[src/rtl/l1_mem_arbiter_pkg.sv]
// ---------------------------------------------------------------------------
// l1_mem_arbiter_pkg
// Shared constants for the L1 memory arbiter: FSM state encodings and the
// port identifiers used for the grant/last-owner bookkeeping.
// ---------------------------------------------------------------------------
package l1_mem_arbiter_pkg;

    typedef enum logic [1:0] {
        ARB_IDLE  = 2'd0,
        ARB_OWN_I = 2'd1,
        ARB_OWN_D = 2'd2,
        ARB_RESP  = 2'd3
    } arb_state_t;

    localparam logic ARB_PORT_I = 1'b0;
    localparam logic ARB_PORT_D = 1'b1;

endpackage

[src/rtl/l1_mem_arbiter.sv]
// ---------------------------------------------------------------------------
// l1_mem_arbiter
// Shares one main-memory port between the L1 I-cache and D-cache engines.
// One whole-line transaction is granted at a time; the winner's request is
// latched on grant and held on mem_* until mem_ready, then a one-cycle done
// pulse is returned to the owner together with the captured read line.
//
// Ports
//   clock, reset        system clock; synchronous active-low reset
//   i_req/i_addr        I-cache read request (level, held until i_done)
//   i_done/i_rdata      I-cache completion pulse and returned line
//   d_req/d_we/d_addr/  D-cache request: refill (we=0) or writeback (we=1)
//   d_wdata
//   d_done/d_rdata      D-cache completion pulse and returned line
//   mem_req/mem_we/     memory request, held until mem_ready
//   mem_addr/mem_wdata
//   mem_ready/mem_rdata memory completion and read data
//
// Configuration macro
//   ARB_ROUND_ROBIN_EN  defined: round-robin on ties (grant the port that
//                       was not last owner); undefined: D-cache wins ties.
// ---------------------------------------------------------------------------
module l1_mem_arbiter
    import l1_mem_arbiter_pkg::*;
#(
    parameter int ADDR_W = 32,
    parameter int LINE_W = 128
) (
    input  logic              clock,
    input  logic              reset,
    input  logic              i_req,
    input  logic [ADDR_W-1:0] i_addr,
    output logic              i_done,
    output logic [LINE_W-1:0] i_rdata,
    input  logic              d_req,
    input  logic              d_we,
    input  logic [ADDR_W-1:0] d_addr,
    input  logic [LINE_W-1:0] d_wdata,
    output logic              d_done,
    output logic [LINE_W-1:0] d_rdata,
    output logic              mem_req,
    output logic              mem_we,
    output logic [ADDR_W-1:0] mem_addr,
    output logic [LINE_W-1:0] mem_wdata,
    input  logic              mem_ready,
    input  logic [LINE_W-1:0] mem_rdata
);

    arb_state_t        r_state;
    arb_state_t        w_state_next;
    // Doubles as the current owner while in OWN_x/RESP, since it is
    // updated on every grant.
    logic              r_last_owner;
    logic              w_grant;
    logic              w_grant_port;
    logic [ADDR_W-1:0] r_addr;
    logic              r_we;
    logic [LINE_W-1:0] r_wdata;
    logic [LINE_W-1:0] r_i_rdata;
    logic [LINE_W-1:0] r_d_rdata;

    // Next-state, arbitration and decoded outputs.
    always_comb begin
        w_state_next = r_state;
        w_grant      = 1'b0;
        w_grant_port = ARB_PORT_I;
        mem_req      = 1'b0;
        i_done       = 1'b0;
        d_done       = 1'b0;
        case (r_state)
            ARB_IDLE: begin
                if (i_req || d_req) begin
                    w_grant = 1'b1;
`ifdef ARB_ROUND_ROBIN_EN
                    if (i_req && d_req)
                        w_grant_port = (r_last_owner == ARB_PORT_I) ? ARB_PORT_D : ARB_PORT_I;
                    else
                        w_grant_port = d_req ? ARB_PORT_D : ARB_PORT_I;
`else
                    w_grant_port = d_req ? ARB_PORT_D : ARB_PORT_I;
`endif
                    w_state_next = (w_grant_port == ARB_PORT_D) ? ARB_OWN_D : ARB_OWN_I;
                end
            end
            ARB_OWN_I, ARB_OWN_D: begin
                mem_req = 1'b1;
                if (mem_ready)
                    w_state_next = ARB_RESP;
            end
            ARB_RESP: begin
                i_done       = (r_last_owner == ARB_PORT_I);
                d_done       = (r_last_owner == ARB_PORT_D);
                w_state_next = ARB_IDLE;
            end
            default: w_state_next = ARB_IDLE;
        endcase
    end

    // State register plus the latched request and returned-line registers.
    always_ff @(posedge clock) begin
        if (!reset) begin
            r_state      <= ARB_IDLE;
            r_last_owner <= ARB_PORT_I;
            r_addr       <= '0;
            r_we         <= 1'b0;
            r_wdata      <= '0;
            r_i_rdata    <= '0;
            r_d_rdata    <= '0;
        end else begin
            r_state <= w_state_next;
            if (w_grant) begin
                r_last_owner <= w_grant_port;
                if (w_grant_port == ARB_PORT_D) begin
                    r_addr  <= d_addr;
                    r_we    <= d_we;
                    r_wdata <= d_wdata;
                end else begin
                    r_addr <= i_addr;
                    r_we   <= 1'b0;
                end
            end
            if (r_state == ARB_OWN_I && mem_ready)
                r_i_rdata <= mem_rdata;
            // Writebacks leave the D-cache's last returned line untouched.
            if (r_state == ARB_OWN_D && mem_ready && !r_we)
                r_d_rdata <= mem_rdata;
        end
    end

    assign mem_we    = r_we & mem_req;
    assign mem_addr  = r_addr;
    assign mem_wdata = r_wdata;
    assign i_rdata   = r_i_rdata;
    assign d_rdata   = r_d_rdata;

endmodule

[config.mk]
export PLATFORM = sky130hd
export DESIGN_NAME = l1_mem_arbiter
export DESIGN_NICKNAME = d
export VERILOG_FILES = /design/src/rtl/l1_mem_arbiter_pkg.sv /design/src/rtl/l1_mem_arbiter.sv
export SDC_FILE = /design/constraint.sdc
export NUM_CORES = 1
export LEC_CHECK = 0
export ABC_AREA = 1
export BUFFER_PORTS_ARGS = -buffer_cell sky130_fd_sc_hd__buf_2
export CAP_MARGIN = 15
export CELL_PAD_IN_SITES_DETAIL_PLACEMENT = 0
export CELL_PAD_IN_SITES_GLOBAL_PLACEMENT = 1
export CORE_AREA = 2 2 290 292
export CTS_CLUSTER_SIZE = 14
export DETAILED_ROUTE_END_ITERATION = 7
export DIE_AREA = 0 0 292 294
export HOLD_SLACK_MARGIN = 0.1
export PLACE_DENSITY = 0.62
export SLEW_MARGIN = 20
export SYNTH_ARGS = -nofsm -noshare
export SYNTH_HDL_FRONTEND = slang
export SYNTH_SLANG_ARGS = --single-unit
[constraint.sdc]
create_clock -name clock -period 1.6 [get_ports clock]
set_input_delay 0.16 -clock clock [delete_from_list [all_inputs] [get_ports clock]]
set_output_delay 0.16 -clock clock [all_outputs]
set_load 0.005 [all_outputs]
==> metrics.yaml <==
status: "finished with violations"
violations: "setup timing"
dpl_worst_slack_ns: -0.04843
slew_violations: 0
antenna_cells: 0
yosysSeqAreaShare_pct: 56.13
hold_viol_final: 0
fillers: 8907
numCtsBuffers: 50
path_common_cell: "buf_12"
hp-class: "input pin to flop"
core-area_um2: 82890
gp_congestion: 0.8008
final_cell_area_um2: 26140
endpoint_kind: "flop"
max_slew_margin_pct: 79.41
maxCapViolations: 0
vias: 16561
p_int_mw: 26.96
synthTopCellsByCount: "870 x nor2_1, 420 x dfxtp_1, 391 x o21ai_0"
cts_buffer_depth: 3
syn_area_per_cell_um2: 7.539
sequentialPowerShare_pct: 35.6
min_period_ns: 1.638
die_y_um: 294
numPortBuffers: 745
grt_max_degree: 53
combPwrFrac_pct: 36.7
cts.sink_count: 420
fin_nets: 3417
grt_pass1_wl_um: 94950
ir_worst_vdd_mv: 1.039
skew_ns: 0.01283
synth_edf_count: 0
p_clk_share_pct: 27.7
hpwlAfterDp_um: 45830
synth_nets: 2318
p_per_area_nw_per_um2: 1579
drt_iter0_drc: 627
fin_ws_ns: -0.03838
synth_top_cell_by_area: "dfxtp_1"
synth.top_cell.area_share_pct: 56.13
fin_crit_sh_pct: 102.4
cp.required_ns: 2.08
pin_count: 746
clock.fmax_mhz: 610.4
netSwitchingFraction_pct: 34.69
critPathLaunchType: "flop"
path_max_fanout: 20
grt.overflow.total: 0
cts_max_level: 2
async_reset_ff_share_pct: 0
yosysMostFrequentCell: "nor2_1"
wl_um: 64950
grt_usage_pct: 13.91
synth_area_um2: 14980
grt_setup_unrepaired: "true"
ys_types: 17
antenna_left: 0
drc: 0
setup_violations: 28
start_util_pct: 18.07
firstDrtPassIters: 4
cts_tree: "yes"
max_stage_delay_ns: 0.36
fp.dieW_um: 292
tns_ns: -0.3821
path_cells: "buf_4 -> ha_2 -> nand2_2 -> nor2_4 -> buf_12 -> inv_16 -> buf_12 -> buf_12 -> nor2_1 -> nor2_1"
drive_gt1_share_pct: 32.54
placed_area_um2: 20560
die-area_um2: 85850
worstMarginPinSlew_ns: 0.3088
grt_pass1_vias: 16420
syn-instance-count: 1987
cp.arrival_ns: 2.11
clkTransAtPathRegs_ns: 0.06
clockRootBuffer: "clkbuf_16"
ys_ff_latch: 420
slowest_stage: "dfxtp_4"
via_per_inst: 3.936
critPathKind: "flop to flop"
synthFlopType: "dfxtp_1"
syn2layout_area_growth_pct: 74.50
clk_latency_ns: 0.59
netlist_top_cells_area: "dfxtp_1 56%, nor2_1 22%, o21ai_0 13%"
power.switching_mw: 14.32
grt_antenna_before_repair: 0
synth_warnings: 0
leakagePower_nw: 12.81
wire_per_inst_um: 15.43
core.rowCount: 106
## stage by stage
step                      total power, mW  utilization (%)  cells  hold slack (ns)
final                               41.28            31.53   4208           0.2002
after CTS                           40.72            30.88   4194           0.1475
after global placement              28.05            24.80   3769           0.3811
after global routing                44.10            31.53   4208           0.2348
after floorplan                     20.92                -   1987           0.2949
after detailed placement            28.03            24.80   3769           0.3870
## metal layers
metal,share of wire (%),vias to the layer above,global-route usage [%]
met3,5.8,102,3.218
met1,42,7422,16.49
met4,2.7,0,4.451
li1,-,8515,-
met5,0,-,0
met2,49,522,24.70
## worst max-delay path, delay by kind of cell (launching register included)
kind                       cells  cell delay, ns
buffers and inverters          5            0.62
and+or+nand+nor                4            0.37
DFF                            1            0.36
adders and majority gates      1            0.16
## cells in the final DEF (no fill, tap or decap)
| cell type | instances |
|---|---|
| inv_6 | 2 |
| nor2_1 | 822 |
| inv_8 | 1 |
| buf_16 | 4 |
| dfxtp_1 | 418 |
| clkinv_2 | 13 |
| nand2_2 | 5 |
| buf_4 | 67 |
| clkbuf_8 | 8 |
| inv_2 | 3 |
| o21ai_0 | 360 |
| nor2_2 | 43 |
| buf_2 | 742 |
| a21oi_1 | 2 |
| buf_6 | 15 |
| o21ai_1 | 56 |
| buf_12 | 26 |
| nand2_1 | 77 |
| o21ai_2 | 2 |
| inv_4 | 2 |
| clkbuf_1 | 16 |
| dlygate4sd3_1 | 324 |
| buf_8 | 2 |
| inv_16 | 2 |
| clkbuf_16 | 61 |
| ha_2 | 2 |
| ha_4 | 3 |
| clkinvlp_4 | 1 |
| bufinv_16 | 3 |
| nor2_4 | 8 |
| nand2_8 | 1 |
| dfxtp_4 | 2 |
| inv_1 | 35 |
## flip-flops by register name, summed over array words and instances, names as in the netlist
signal,count
r_we,1
d_rdata,128
mem_wdata,128
r_last_owner,1
mem_addr,32
r_state,2
i_rdata,128
## path summary, 6_finish.rpt
check | end | slack, ns | cells past startpoint | from
max | d_rdata[120] | -0.04 | 10 | r_state[1]
min | r_state[0] | 0.20 | 7 | mem_ready
max reg2reg | d_rdata[120] | -0.04 | 10 | r_state[1]
min reg2reg | i_rdata[35] | 0.47 | 2 | i_rdata[35]
## cell families (layout without fill, tap and decap cells)
group / Yosys count / in the layout / share of synthesized area, %
simple gates: 955 / 956 / 24.05
compound gates: 420 / 420 / 14.03
flops: 420 / 420 / 56.13
buf+inv: 187 / 1327 / 5.371
fa+ha+maj: 5 / 5 / 0.4176
## power groups by stage
stage	logic (mW)	clock network (mW)	registers [mW]
after CTS	14.2	11.8	14.7
after global placement	13.3	0	14.8
after floorplan	5.90	0	15.0
after detailed placement	13.2	0	14.8
final	15.2	11.4	14.7
after global routing	16.8	12.2	15.0
## timing repair
action / in CTS / in global routing
gates cloned: 2 / 11
pin swaps: 4 / 7
endpoints found under the setup margin: 110 / 350
setup buffers: 5 / 4
resized for setup: 27 / 107
endpoints found under the hold margin: 420 / 0
hold buffers: 324 / 0
## area by class of cell
cell class / instances / area [um^2] / share of cell area, %
inverters: 43 / 195.2 / 0.7467
clock buffers: 75 / 1446 / 5.533
repair buffers: 1190 / 8539 / 32.67
clock inverters: 19 / 191.4 / 0.7324
multi-input cells: 1381 / 6000 / 22.95
flip-flops and latches: 420 / 8416 / 32.20
well taps: 1080 / 1351 / 5.170
(Power assumes the default switching activity.)
